[config.mk]
export PLATFORM = sky130hd
export DESIGN_NAME = fetch_stage
export DESIGN_NICKNAME = d
export VERILOG_FILES = /design/src/rtl/mips_pkg.sv /design/src/rtl/ifid_reg.sv /design/src/rtl/fetch_stage.sv
export SDC_FILE = /design/constraint.sdc
export NUM_CORES = 1
export LEC_CHECK = 0
export BUFFER_PORTS_ARGS = -buffer_cell sky130_fd_sc_hd__buf_2
export CORE_UTILIZATION = 30
export DETAILED_ROUTE_END_ITERATION = 6
export GPL_TIMING_DRIVEN = 0
export PLACE_DENSITY = 0.6
export SLEW_MARGIN = 10
export SYNTH_ARGS = -nofsm -noshare
export SYNTH_HDL_FRONTEND = slang
export SYNTH_SLANG_ARGS = --single-unit
export TNS_END_PERCENT = 100
[constraint.sdc]
create_clock -name clk -period 3.8 [get_ports clk]
set_input_delay 0.38 -clock clk [delete_from_list [all_inputs] [get_ports clk]]
set_output_delay 0.38 -clock clk [all_outputs]
set_load 0.03 [all_outputs]
[src/rtl/mips_pkg.sv]
// Shared definitions for the MIPS front end: reset defaults, fetch FSM encoding
// and the IF/ID pipeline slot layout.
package mips_pkg;

    localparam logic [31:0] RESET_PC_DEFAULT  = 32'h0000_0000;
    localparam logic [31:0] NOP_INSTR_DEFAULT = 32'h0000_0000;

    typedef enum logic [0:0] {
        StFetch = 1'b0,
        StHold  = 1'b1
    } fetch_state_e;

    typedef struct packed {
        logic        valid;
        logic [31:0] pc;
        logic [31:0] pc4;
        logic [31:0] instr;
    } ifid_t;

    localparam int unsigned IFID_WIDTH = $bits(ifid_t);

    function automatic logic [31:0] pc_inc(input logic [31:0] pc);
        return pc + 32'd4;
    endfunction

endpackage

[src/rtl/ifid_reg.sv]
// Generic pipeline slot register with synchronous reset, load enable and a
// flush that forces only the masked bits to a bubble value.
module ifid_reg #(
    parameter int unsigned      WIDTH       = 97,
    parameter logic [WIDTH-1:0] RESET_VALUE = '0,
    parameter logic [WIDTH-1:0] FLUSH_MASK  = '0,
    parameter logic [WIDTH-1:0] FLUSH_VALUE = '0
) (
    input  logic             clk,
    input  logic             rst,
    input  logic             en,
    input  logic             flush,
    input  logic [WIDTH-1:0] d,
    output logic [WIDTH-1:0] q
);

    logic [WIDTH-1:0] data_q;
    logic [WIDTH-1:0] data_d;

    // Bits outside FLUSH_MASK keep their value on a flush.
    always_comb begin
        data_d = data_q;
        if (flush) begin
            data_d = (data_q & ~FLUSH_MASK) | (FLUSH_VALUE & FLUSH_MASK);
        end else if (en) begin
            data_d = d;
        end
    end

    always_ff @(posedge clk) begin
        if (rst) begin
            data_q <= RESET_VALUE;
        end else begin
            data_q <= data_d;
        end
    end

    assign q = data_q;

endmodule

[src/rtl/fetch_stage.sv]
// Instruction fetch stage: PC register, fetch/hold FSM with a one-entry skid
// buffer for responses that arrive while decode is stalled, and the IF/ID slot.
module fetch_stage
    import mips_pkg::*;
#(
    parameter logic [31:0] RESET_PC  = RESET_PC_DEFAULT,
    parameter logic [31:0] NOP_INSTR = NOP_INSTR_DEFAULT
) (
    input  logic        clk,
    input  logic        rst,
    input  logic        stall_i,
    input  logic        redirect_i,
    input  logic [31:0] redirect_pc_i,
    input  logic [31:0] imem_rdata_i,
    input  logic        imem_ready_i,
    output logic        imem_req_o,
    output logic [31:0] imem_addr_o,
    output logic        ifid_valid_o,
    output logic [31:0] ifid_pc_o,
    output logic [31:0] ifid_pc4_o,
    output logic [31:0] ifid_instr_o
);

    localparam ifid_t IFID_RESET = '{valid: 1'b0, pc: 32'h0, pc4: 32'h0, instr: NOP_INSTR};
    localparam ifid_t IFID_FLUSH_MASK = '{valid: 1'b1, pc: 32'h0, pc4: 32'h0, instr: '1};

    fetch_state_e state_q, state_d;
    logic [31:0]  pc_q, pc_d;
    logic [31:0]  skid_q, skid_d;

    logic         ifid_en;
    logic         ifid_flush;
    logic [31:0]  ifid_instr_src;
    ifid_t        ifid_d;
    ifid_t        ifid_q;

    // Word alignment drops the low target bits.
    logic         unused_redirect_lsb;
    assign unused_redirect_lsb = ^redirect_pc_i[1:0];

    always_comb begin
        state_d        = state_q;
        pc_d           = pc_q;
        skid_d         = skid_q;
        ifid_en        = 1'b0;
        ifid_flush     = 1'b0;
        ifid_instr_src = imem_rdata_i;

        if (redirect_i) begin
            pc_d       = {redirect_pc_i[31:2], 2'b00};
            skid_d     = '0;
            ifid_flush = 1'b1;
            state_d    = StFetch;
        end else begin
            unique case (state_q)
                StFetch: begin
                    if (imem_ready_i) begin
                        if (stall_i) begin
                            skid_d  = imem_rdata_i;
                            state_d = StHold;
                        end else begin
                            ifid_en = 1'b1;
                            pc_d    = pc_inc(pc_q);
                        end
                    end else if (!stall_i) begin
                        ifid_flush = 1'b1;
                    end
                end
                StHold: begin
                    if (!stall_i) begin
                        ifid_en        = 1'b1;
                        ifid_instr_src = skid_q;
                        pc_d           = pc_inc(pc_q);
                        state_d        = StFetch;
                    end
                end
                default: state_d = StFetch;
            endcase
        end
    end

    always_ff @(posedge clk) begin
        if (rst) begin
            state_q <= StFetch;
            pc_q    <= RESET_PC;
            skid_q  <= '0;
        end else begin
            state_q <= state_d;
            pc_q    <= pc_d;
            skid_q  <= skid_d;
        end
    end

    assign ifid_d = '{valid: 1'b1, pc: pc_q, pc4: pc_inc(pc_q), instr: ifid_instr_src};

    ifid_reg #(
        .WIDTH       (IFID_WIDTH),
        .RESET_VALUE (IFID_RESET),
        .FLUSH_MASK  (IFID_FLUSH_MASK),
        .FLUSH_VALUE (IFID_RESET)
    ) u_ifid_reg (
        .clk   (clk),
        .rst   (rst),
        .en    (ifid_en),
        .flush (ifid_flush),
        .d     (ifid_d),
        .q     (ifid_q)
    );

    assign imem_req_o   = (state_q == StFetch);
    assign imem_addr_o  = pc_q;
    assign ifid_valid_o = ifid_q.valid;
    assign ifid_pc_o    = ifid_q.pc;
    assign ifid_pc4_o   = ifid_q.pc4;
    assign ifid_instr_o = ifid_q.instr;

endmodule

=== After elaboration in Yosys (flattened, before gate mapping) ===
Cells that the tools add are included.

* ROM bits: 0
* Bits of input ports: 69
* Register bits: 162
* Bits in writable memories: 0
* Memories: 0
* Bits in latches: 0
* Logic and storage cells: 32

* Div/mod/pow operators: 0
* Reduce and logical (&&, ||, !) cells: 4
* Add/subtract/negate cells: 1
* Shift operators: 0
* Magnitude comparators: 0
* Equality and inequality tests: 2
* Bitwise logic cells: 2
* Multiplexer cells: 17
* Multipliers: 0

{| class="wikitable"
|+ Operators by type and width
! cell !! number
|-
| $mux W32 || 6
|-
| $pmux W32 S2 || 1
|-
| $add A32 B3 Y32 const B || 1
|-
| $mux W1 || 8
|-
| $pmux W1 S2 || 2
|-
| $reduce_and A2 Y1 || 2
|-
| $reduce_or A2 Y1 || 2
|-
| $ne A3 B3 Y1 const B || 1
|-
| $ne A2 B2 Y1 const B || 1
|-
| $not A1 Y1 || 2
|}

=== Depth between registers and ports, before layout ===
Gate-level depths: netlist (run 1).

* Word-level depth: 6
* Gate-level depth with buffers: 7
* Mapped depth without buffers: 5

=== Modules after synthesis ===
A second synthesis (run 1) with hierarchy kept.

* Cell total of the unflattened synthesis: 903
* Area total of the unflattened synthesis: 8345.5 um^2

{| class="wikitable"
|+ By module, submodules not included
! module !! instances !! cells each !! seq. area each (um^2) !! area an instance (um^2)
|-
| ifid_reg || 1 || 400 || 1941.9 || 4394.2
|-
| fetch_stage || 1 || 503 || 1261.2 || 3951.3
|}

=== Worst setup path after synthesis (run 1) ===
No wires, ideal clock.

* Path type: register to register
* Start point: register pc_q[2] (netlist: imem_addr_o[2])
* End point: register u_ifid_reg.data_q[60] (netlist: u_ifid_reg.q[60])
* Setup time: 91 ps
* Required time: 3709 ps
* Clock period less this slack: 2063 ps
* Cell stages (with the launch flop): 7
* Slack: 1737 ps
* Arrival: 1972 ps
* Cell sequence: dfxtp_1 -> ha_1 -> nand4_1 -> or2_2 -> clkbuf_1 -> or4_1 -> a311oi_1

* Cells in the longest elaborated chain, start to end: 1

{| class="wikitable"
|+ Ends and longest elaborated chain
! what !! RTL line !! source
|-
| start, declared || fetch_stage.sv:28 || <nowiki>logic [31:0] pc_q, pc_d;</nowiki>
|-
| start signal, assigned || fetch_stage.sv:89 || <nowiki>pc_q <= pc_d;</nowiki>
|-
| $add A32 B3 Y32 || mips_pkg.sv:23 || <nowiki>return pc + 32'd4;</nowiki>
|-
| end signal, assigned || ifid_reg.sv:34 || <nowiki>data_q <= data_d;</nowiki>
|-
| end, declared || ifid_reg.sv:17 || <nowiki>logic [WIDTH-1:0] data_q;</nowiki>
|}

No other way between the ends.
A chain may end at the register's enable or synchronous reset.

=== Worst setup path after layout (run 1) ===
* Start point: register state_q
* End point: register pc_q[30] (netlist: imem_addr_o[30])

* Cells in the longest elaborated chain, start to end: 3

{| class="wikitable"
|+ Ends and longest elaborated chain
! what !! RTL line !! source
|-
| start, declared || fetch_stage.sv:27 || <nowiki>fetch_state_e state_q, state_d;</nowiki>
|-
| start signal, assigned || fetch_stage.sv:84 || <nowiki>state_q <= StFetch;</nowiki>
|-
| start signal, assigned || fetch_stage.sv:88 || <nowiki>state_q <= state_d;</nowiki>
|-
| $not A1 Y1 || -- ||
|-
| $pmux W32 S2 || fetch_stage.sv:55 || <nowiki>unique case (state_q)</nowiki>
|-
| $mux W32 || fetch_stage.sv:49 || <nowiki>if (redirect_i) begin</nowiki>
|}

Parallel ways exist; a longest one is shown, timed or not.

==> metrics, run 1 <==
Die Wd=158 µm; Max-Cap Viols=0; Synth Warn #=0; Cells after Synth=948; vias in the first global route=7103; Critical Path End Type=flip-flop; Leak=roughly 3.7 nW; sw frac=0.316; max_slew headroom=0.291; core area=roughly 0.024 mm²; cell count along the critical path=7; Fillers=between 2000 and 3000; register share of total power=0.434; outcome=finished, final reports clean; share of total power in the clock network=0.429; Total Power=about 4.0 mW; most instantiated library cell after synthesis=nand2_1; global-route wire length before repair=39.3 mm; Synth top area share=0.430; Worst-Margin Slew=roughly 1100 ps; Root Buffer=clkbuf_16; Pint=about 2.8 mW; number of buffers added on ports=~190; drt pass-1 iters=5; post-route setup TNS=0 ps; CP Buf/Inv Count=3; register bit total from synthesis=156; CTS tree=done; Clock Pin Slew Worst Setup and Hold Paths=approximately 70 ps; Crit Path Max Fanout=10; post-synthesis simple-gate area fraction=0.232; commonest cells in the netlist=nand2_1 (175), dfxtp_1 (156), a21oi_1 (103), nor2_1 (88), o21ai_0 (74); Routed WL=around 25 mm; WP data arrival=a little over 3000 ps; initial antenna violation count=1; reg2reg end=imem_addr_o[30]$_SDFFE_PP0P_; post-route insts no fill=~1500; synthesized area=slightly above 0.007 mm²; Main synth FF type=dfxtp_1; Adder-Cell Fraction of Synth Area=0.00172; clk_lat worst skew=440 ps; initial core utilization=0.308; DRC Markers=0; final core utilization=0.391; Cell Chain, Critical Path=clkbuf_1, nor2_1, nor2_1, clkbuf_1, clkbuf_1, o311ai_0, o311ai_0; reg2reg start=state_q$_SDFF_PP0_; layout cell share with drive strength beyond 1=0.236; die area=between 0.02 and 0.025 mm²; # Post-CTS Setup Buffers=0; Area Growth Syn to Fin=27.0%; Post-synth EDFFs=0; library cells used by synthesis=between 50 and 60; Final GP Congestion=about 0.84; Tmin final=2740 ps; Final Hold Vio Count=0; Fin Hold WS=between 150 and 200 ps; post-synthesis mux area share=0; Reg2Reg Setup Slack=between 1000 and 1500 ps; Power Density=between 400 and 500 mW/mm²; Avg Cell Area, Syn=~7.7 µm²; main combinational cell family by area after synthesis=simple AND/OR/NAND/NOR gates; WL per Instance=~17 µm; final instance area=between 0.009 and 0.01 mm²; Synth Area in XOR/XNOR=0.0217; Sw Pwr=roughly 1.3 mW; Post-CTS Resized=0; hold buffers post-CTS=0; Clock Path Buffers=2; Critical path origin=state_q$_SDFF_PP0_; Post-synth ARST share=0; HP Class=in -> reg; Sink Count=roughly 160; DP HPWL=between 15 and 20 mm; DR vias=~7500; worst setup path end=imem_addr_o[30]$_SDFFE_PP0P_; Std-Cell Rows=56; largest stage delay on the critical path=540 ps; ANT nets after route=0; final setup vio count=0; slowest cell on the critical path=clkbuf_1; dpl cells=about 1500; pin count of the biggest net entering global routing=19; # nets final=1231; Synth area leaders=dfxtp_1 (43%), nand2_1 (9.0%), a21oi_1 (7.1%), o21ai_0 (5.1%), nor2_1 (4.5%); RSZ-0062 raised after global routing=false; fmax=between 300 and 400 MHz; Post-DP Area=0.00863 mm²; Vias/cell=a little over 5; Yosys top cell by area=dfxtp_1; DRT iter0 DRCs=555; Setup WS pre-CTS=957 ps; final setup margin=around 1100 ps; cell repeated most along the worst path=clkbuf_1; H-tree depth=4; final number of max-transition violations=0; WP data required=~4100 ps; clk_skew=13.8 ps; Synth Area in Compound Gates=0.223; total global-route track usage=0.208; VDD IR max=0.000355 V; grt ovf=0; element type at the critical path start=flip-flop; Ports=a little under 200; post-synthesis sequential area ratio=0.430; critical path type=reg -> reg; Final period util=0.720; Top delay family on crit path=buffers and inverters; Die Y=approximately 160 µm; Comb pwr share=0.137; worst reg2reg path depth=7; Num CTS Buffers=17
[worst min-delay path by stage]
| stage | to | start | slack, ps | depth (start not counted) |
|---|---|---|---|---|
| 3_3_place_gp | skid_q[20]$_SDFFE_PP0P_ | skid_q[20]$_SDFFE_PP0P_ | 440 | 2 |
| 2_1_floorplan | skid_q[0]$_SDFFE_PP0P_ | skid_q[0]$_SDFFE_PP0P_ | 430 | 2 |
| 6_report | skid_q[6]$_SDFFE_PP0P_ | imem_rdata_i[6] | 190 | 3 |
| 4_1_cts | skid_q[5]$_SDFFE_PP0P_ | imem_rdata_i[5] | 180 | 3 |
| 5_1_grt | skid_q[5]$_SDFFE_PP0P_ | imem_rdata_i[5] | 180 | 3 |
| 3_5_place_dp | skid_q[16]$_SDFFE_PP0P_ | skid_q[16]$_SDFFE_PP0P_ | 440 | 2 |
[worst register-to-register path: cells and delay by family (launching register included)]
kind / cells / cell delay, ps
DFF: 1 / 310
and+or+nand+nor: 2 / 580
AOI/OAI and AO/OA: 2 / 470
buffers and inverters: 3 / 1280
[power by group through the flow]
stage | registers, mW | logic (mW) | clock network (mW)
finish | 1.75 | 0.551 | 1.73
floorplan | 1.83 | 0.310 | 0
detailed placement | 1.79 | 0.549 | 0
global route | 1.76 | 0.604 | 1.82
CTS | 1.75 | 0.552 | 1.75
global placement | 1.79 | 0.547 | 0
[layout make-up]
class | instances | area [µm²] | share of cell area
diodes | 1 | 2.50 | 0.000271
plain buffers | 121 | 611 | 0.0662
clock buffers | 17 | 425 | 0.0461
clock inverters | 15 | 168 | 0.0182
inverters | 15 | 56.3 | 0.00610
multi-input cells | 661 | 3490 | 0.379
flip-flops and latches | 156 | 3120 | 0.339
well taps | 319 | 399 | 0.0433
repair buffers | 189 | 946 | 0.103
[logic make-up after synthesis]
| family | count (synthesis) |
|---|---|
| buf+inv | 136 |
| compound gates | 268 |
| fa+ha+maj | 1 |
| flops | 156 |
| other cells | 1 |
| xor+xnor | 18 |
| simple gates | 368 |
[routing by layer]
metal | wire (µm) | part of all wire | vias up | GRT usage
li1 | - | - | 3718 | -
met1 | 11200 | 0.44 | 3474 | 0.265
met2 | 11900 | 0.47 | 282 | 0.341
met3 | 1870 | 0.074 | 40 | 0.0531
met4 | 458 | 0.018 | 0 | 0.0656
met5 | 0 | 0 | - | 0
[layout by cell type, fill, tap and decap left out, types with 3 or more instances in the layout]
cell type	count
buf_4	36
inv_8	4
nand4_1	12
conb_1	6
nand2_1	175
clkinvlp_4	3
and2_1	3
dfxtp_1	156
a211oi_1	25
nor4_1	10
o31ai_1	18
clkbuf_1	70
inv_6	4
xnor2_1	16
nand3_1	14
buf_1	3
and4_1	11
and3_1	6
o21ai_0	74
nor3_1	14
buf_2	198
inv_1	14
a311oi_1	25
nor2_1	88
a21oi_1	103
or4_1	17
clkinv_8	4
or3_1	4
clkbuf_16	17
[state kept, by name, summed over array words and instances (netlist names)]
| signal | cells |
|---|---|
| u_ifid_reg.q | 93 |
| skid_q | 32 |
| imem_addr_o | 30 |
| state_q | 1 |
No activity file was read; power rests on OpenSTA's default activity.
==> inputs of run 2 (changes only) <==
PLACE_DENSITY = 0.61   (was 0.6)
clock period = 2.25 ns   (was 3.8 ns; I/O delays follow)
==> metrics, run 2 (synthesis results as in run 1) <==
Routed WL=25.5 mm (was 25.4 mm); WP data arrival=2540 ps (was 3070 ps); DRT iter0 DRCs=568 (was 555); WP data required=2600 ps (was 4130 ps); number of flip-flops in the largest register=93 (unchanged); Crit Path Max Fanout=9 (was 10); total global-route track usage=0.205 (was 0.208); register share of total power=0.432 (was 0.434); clk_skew=11.9 ps (was 13.8 ps); Leak=3.80 nW (was 3.67 nW); Fillers=2488 (was 2529); DR vias=7550 (was 7514); layout cell share with drive strength beyond 1=0.275 (was 0.236); Setup WS pre-CTS=-467 ps (was 957 ps); most frequent cells in the layout=buf_2 (190), nand2_1 (175), dfxtp_1 (142) (was buf_2 (198), nand2_1 (175), dfxtp_1 (156)); Fin Hold WS=33.9 ps (was 186 ps); Die Y=158 µm (unchanged); Sw Pwr=2.07 mW (was 1.27 mW); global-route wire length before repair=39.0 mm (was 39.3 mm); VDD IR max=0.000469 V (was 0.000355 V); share of total power in the clock network=0.429 (about the same); initial antenna violation count=2 (was 1); DP HPWL=18.3 mm (about the same); Critical Path End Type=flip-flop (unchanged); Std-Cell Rows=56 (unchanged); commonest non-fill, non-tap cell in the layout=buf_2 (unchanged); pin count of the biggest net entering global routing=17 (was 19); Power Density=727 mW/mm² (was 437 mW/mm²); fmax=457 MHz (was 365 MHz); final number of max-transition violations=0 (unchanged); element type at the critical path start=flip-flop (unchanged); Vias/cell=5.03 (about the same); Worst-Margin Slew=675 ps (was 1050 ps); number of buffers added on ports=189 (unchanged); Comb pwr share=0.139 (was 0.137); max_slew headroom=0.550 (was 0.291); Clock Path Buffers=2 (unchanged); critical path type=reg -> reg (unchanged); Final Hold Vio Count=0 (unchanged); WL per Instance=17.0 µm (about the same); Die Wd=158 µm (unchanged); Root Buffer=clkbuf_16 (unchanged); sw frac=0.302 (was 0.316); CTS tree=done (unchanged); core area=0.0236 mm² (unchanged); drt pass-1 iters=5 (unchanged); Tmin final=2190 ps (was 2740 ps); final setup margin=60.3 ps (was 1060 ps); clk_lat worst skew=440 ps (about the same); hold buffers post-CTS=0 (unchanged); Final GP Congestion=0.868 (was 0.838); grt ovf=0 (unchanged); vias in the first global route=6944 (was 7103); Ports=199 (unchanged); H-tree depth=4 (unchanged); Sink Count=156 (unchanged); DRC Markers=0 (unchanged); Pint=4.79 mW (was 2.76 mW); Area Growth Syn to Fin=30.0% (was 27.0%); die area=0.0248 mm² (unchanged); initial core utilization=0.308 (unchanged); HP Class=in -> reg (unchanged); ANT nets after route=0 (unchanged); # nets final=1237 (was 1231); Num CTS Buffers=17 (unchanged); Final period util=0.973 (was 0.720); outcome=finished, final reports clean (unchanged); Clock Pin Slew Worst Setup and Hold Paths=70 ps (about the same); final setup vio count=0 (unchanged); final core utilization=0.400 (was 0.391); Max-Cap Viols=0 (unchanged)
[run 2: cell count changes in the layout (fill, tap and decap cells not counted), moves of 6 or more]
cell,change
buf_6,+6
buf_4,+11
dfxtp_2,+12
clkbuf_2,+12
buf_2,-8
dfxtp_1,-14
clkbuf_1,-17
[run 2: per-stage QoR]
| stage | instances | instance area [µm²] | total power [mW] | TNS [ps] |
|---|---|---|---|---|
| floorplan | 953 | 7280 | 3.61 | 0 |
| global placement | 1461 | 8630 | 3.94 | -17530 |
| detailed placement | 1461 | 8630 | 3.95 | -18970 |
| CTS | 1499 | 9330 | 6.89 | 0 |
| global route | 1499 | 9440 | 7.12 | -1.56 |
| finish | 1500 | 9440 | 6.86 | 0 |
[run 2: power groups by stage]
stage	clock network (mW)	logic, mW	registers, mW
2_1_floorplan	0	0.524	3.09
3_3_place_gp	0	0.922	3.02
3_5_place_dp	0	0.925	3.02
4_1_cts	3.00	0.938	2.96
5_1_grt	3.10	1.04	2.98
6_report	2.94	0.953	2.97
[run 2: repair_timing]
item / in CTS / in global routing
buffers inserted: 6 / 2
pin swaps: 4 / 1
gates resized for setup: 27 / 44
endpoints found under the setup margin: 78 / 74
[run 2: critical path: stages, from the launching register on]
cell and delay (ps):
dfxtp_2 450, nand3_1 120, or4_4 600, buf_4 170, or4_1 520, a311oi_2 250
[run 2: cell type report]
class	count	area, µm²	area share
buffer	119	672	0.0712
timing repair buffer	197	1010	0.107
inverter	15	56.3	0.00596
multi-input combinational	661	3570	0.378
antenna	1	2.50	0.000265
clock buffer	18	439	0.0465
tap	319	399	0.0423
sequential	156	3150	0.333
clock inverter	14	154	0.0163
[run 2: path summary, 6_finish.rpt]
kind                                start                       endpoint  slack [ps]  depth (start not counted)
max          imem_addr_o[17]$_SDFFE_PP0P_  u_ifid_reg.q[57]$_SDFFE_PP0P_          60                          5
max reg2reg  imem_addr_o[17]$_SDFFE_PP0P_  u_ifid_reg.q[57]$_SDFFE_PP0P_          60                          5
min                       imem_rdata_i[6]         skid_q[6]$_SDFFE_PP0P_          30                          3
min reg2reg       skid_q[25]$_SDFFE_PP0P_        skid_q[25]$_SDFFE_PP0P_         450                          2
[run 2: per-layer routing]
layer  wire [µm]  track usage
met1       11000        0.257
met4         513       0.0656
met3        2010       0.0569
met2       12000        0.339
met5           0            0
==> inputs of run 3 (changes only) <==
ABC_AREA = 1   (was not set)
CORE_ASPECT_RATIO = 1.4   (was not set)
PLACE_DENSITY = not set   (was 0.61)
==> metrics, run 3 <==
pin count of the biggest net entering global routing=17 (unchanged); Std-Cell Rows=65 (was 56); Main synth FF type=dfxtp_1 (unchanged); DR vias=6825 (was 7550); Synth top area share=0.449 (was 0.430); commonest non-fill, non-tap cell in the layout=buf_2 (unchanged); Area Growth Syn to Fin=27.3% (was 30.0%); max_slew headroom=0.597 (was 0.550); WP data arrival=2100 ps (was 2540 ps); Die Wd=131 µm (was 158 µm); Num CTS Buffers=17 (unchanged); layout cell share with drive strength beyond 1=0.261 (was 0.275); Synth area leaders=dfxtp_1 (45%), a21oi_1 (13%), nand2_1 (11%), mux2i_1 (4.6%), o21ai_0 (4.2%) (was dfxtp_1 (43%), nand2_1 (9.0%), a21oi_1 (7.1%), o21ai_0 (5.1%), nor2_1 (4.5%)); Crit Path Max Fanout=6 (was 9); initial core utilization=0.308 (about the same); die area=0.0238 mm² (was 0.0248 mm²); core area=0.0226 mm² (was 0.0236 mm²); ANT nets after route=0 (unchanged); post-synthesis sequential area ratio=0.449 (was 0.430); main combinational cell family by area after synthesis=compound AO/OA/AOI/OAI gates (was simple AND/OR/NAND/NOR gates); Vias/cell=4.71 (was 5.03); clk_lat worst skew=420 ps (was 440 ps); Synth Area in Compound Gates=0.220 (was 0.223); Synth Area in XOR/XNOR=0.00756 (was 0.0217); Adder-Cell Fraction of Synth Area=0.00180 (was 0.00172); global-route wire length before repair=35.1 mm (was 39.0 mm); final setup vio count=0 (unchanged); WP data required=2540 ps (was 2600 ps); Power Density=727 mW/mm² (about the same); CTS tree=done (unchanged); antenna fix cells=0 (was 1); dpl cells=1417 (was 1461); fmax=554 MHz (was 457 MHz); post-route setup TNS=0 ps (unchanged); slowest cell on the critical path=dfxtp_1 (was or4_4); outcome=finished, final reports clean (unchanged); Fin Hold WS=83.0 ps (was 33.9 ps); initial antenna violation count=1 (was 2); grt ovf=0 (unchanged); reg2reg end=u_ifid_reg.q[60]$_SDFFE_PP0P_ (was u_ifid_reg.q[57]$_SDFFE_PP0P_); element type at the critical path start=flip-flop (unchanged); critical path type=reg -> reg (unchanged); Root Buffer=clkbuf_16 (unchanged); worst reg2reg path depth=10 (was 5); register bit total from synthesis=156 (unchanged); Synth Warn #=0 (unchanged); Final period util=0.802 (was 0.973); Post-synth EDFFs=0 (unchanged); Sink Count=156 (unchanged); Final Hold Vio Count=0 (unchanged); library cells used by synthesis=29 (was 59); Tmin final=1810 ps (was 2190 ps); DRC Markers=0 (unchanged); Clock Path Buffers=2 (unchanged); Ports=199 (unchanged); number of flip-flops in the largest register=93 (unchanged); number of buffers added on ports=188 (was 189); most instantiated library cell after synthesis=nand2_1 (unchanged); Cell Chain, Critical Path=ha_1, nand2_1, nor2_4, nand2_4, nor2_2, nand2_1, nand2_1, nand2_1, nand2_1, a21oi_1 (was nand3_1, or4_4, buf_4, or4_1, a311oi_2); Final GP Congestion=0.859 (was 0.868); final instance area=0.00885 mm² (was 0.00944 mm²); Reg2Reg Setup Slack=440 ps (was 60 ps); # nets final=1205 (was 1237); drt pass-1 iters=4 (was 5); Yosys top cell by area=dfxtp_1 (unchanged); final number of max-transition violations=0 (unchanged); DP HPWL=17.3 mm (was 18.3 mm); Leak=3.81 nW (was 3.80 nW); Critical Path End Type=flip-flop (unchanged); post-route insts no fill=1449 (was 1500); total global-route track usage=0.192 (was 0.205); synthesized area=0.00695 mm² (was 0.00726 mm²); Die Y=182 µm (was 158 µm); Post-DP Area=0.00829 mm² (was 0.00863 mm²); Routed WL=22.6 mm (was 25.5 mm); Cells after Synth=923 (was 948); commonest cells in the netlist=nand2_1 (203), a21oi_1 (187), dfxtp_1 (156), nor2_1 (70), o21ai_0 (59) (was nand2_1 (175), dfxtp_1 (156), a21oi_1 (103), nor2_1 (88), o21ai_0 (74)); Critical path origin=imem_addr_o[3]$_SDFFE_PP0P_ (was imem_addr_o[17]$_SDFFE_PP0P_); WL per Instance=15.6 µm (was 17.0 µm); hold buffers post-CTS=0 (unchanged); worst setup path end=u_ifid_reg.q[60]$_SDFFE_PP0P_ (was u_ifid_reg.q[57]$_SDFFE_PP0P_); clk_skew=13.1 ps (was 11.9 ps); Max-Cap Viols=0 (unchanged); Post-CTS Resized=0 (was 27); post-synthesis simple-gate area fraction=0.184 (was 0.232); Post-synth ARST share=0 (unchanged); Worst-Margin Slew=604 ps (was 675 ps); RSZ-0062 raised after global routing=false; post-synthesis mux area share=0.0461 (was 0); # Post-CTS Setup Buffers=0 (was 6); vias in the first global route=6670 (was 6944); HP Class=in -> reg (unchanged); H-tree depth=4 (unchanged); Avg Cell Area, Syn=7.53 µm² (was 7.66 µm²); reg2reg start=imem_addr_o[3]$_SDFFE_PP0P_ (was imem_addr_o[17]$_SDFFE_PP0P_); cell repeated most along the worst path=nand2_1; Clock Pin Slew Worst Setup and Hold Paths=60 ps (was 70 ps); most frequent cells in the layout=buf_2 (211), nand2_1 (203), a21oi_1 (187) (was buf_2 (190), nand2_1 (175), dfxtp_1 (142)); largest stage delay on the critical path=440 ps (was 600 ps); DRT iter0 DRCs=338 (was 568); VDD IR max=0.000496 V (was 0.000469 V)
## run 3: cell count changes in the layout (fill, tap and decap cells not counted), sizes merged, moves of 18 or more
cell | previous run | this run
a21oi | 103 | 187
clkbuf | 87 | 52
mux2i | 0 | 32
nand2 | 176 | 204
a211oi | 25 | 0
a311oi | 25 | 0
a22oi | 0 | 21
o31ai | 18 | 0
or4 | 18 | 0
## run 3: report_power, final
group	internal, mW	switching [mW]	leakage [nW]
clock network	1.56	1.21	0.259
logic	0.257	0.467	2.29
registers	2.84	0.0923	1.27
## run 3: through the flow
step                utilization  setup WS, ps  total power, mW
floorplan                     -           839             3.46
global placement          0.367           484             3.72
detailed placement        0.367           432             3.73
CTS                       0.391           419             6.50
global route              0.391           271             6.68
finish                    0.391           445             6.43
## run 3: how the worst min path moves through the flow
stage | start | to | slack (ps) | cells after the start
2_1_floorplan | redirect_pc_i[10] | imem_addr_o[10]$_SDFFE_PP0P_ | 400 | 2
3_3_place_gp | u_ifid_reg.q[96]$_SDFFE_PP0P_ | u_ifid_reg.q[96]$_SDFFE_PP0P_ | 440 | 2
3_5_place_dp | u_ifid_reg.q[96]$_SDFFE_PP0P_ | u_ifid_reg.q[96]$_SDFFE_PP0P_ | 450 | 2
4_1_cts | redirect_pc_i[10] | imem_addr_o[10]$_SDFFE_PP0P_ | 70 | 3
5_1_grt | redirect_pc_i[5] | imem_addr_o[5]$_SDFFE_PP0P_ | 80 | 3
6_report | redirect_pc_i[3] | imem_addr_o[3]$_SDFFE_PP0P_ | 80 | 3
## run 3: per-layer routing
metal / GRT usage / part of all wire
met4: 0.0671 / 0.015
met1: 0.215 / 0.41
met3: 0.0369 / 0.046
met5: 0 / 0.00071
met2: 0.353 / 0.52
## run 3: cell type report
cell class / count / area (µm²)
Multi-Input combinational cell: 649 / 3220
Fill cell: 2479 / 13800
Inverter: 29 / 109
Clock buffer: 20 / 447
Tap cell: 301 / 377
Timing Repair Buffer: 188 / 941
Buffer: 94 / 524
Sequential cell: 156 / 3120
Clock inverter: 12 / 113
## run 3: logic make-up after synthesis
logic type / count (synthesis)
muxes: 32
adders and majority gates: 1
xor gates and xnor gates: 6
buffers and inverters: 123
AOI/OAI and AO/OA: 291
and+or+nand+nor: 313
DFF: 156
other: 1
## run 3: worst max-delay path: cells and delay by family (launching register included)
family / cells / cell delay (ps)
adders and majority gates: 1 / 230
AOI/OAI and AO/OA: 1 / 80
DFF: 1 / 440
and+or+nand+nor: 8 / 920
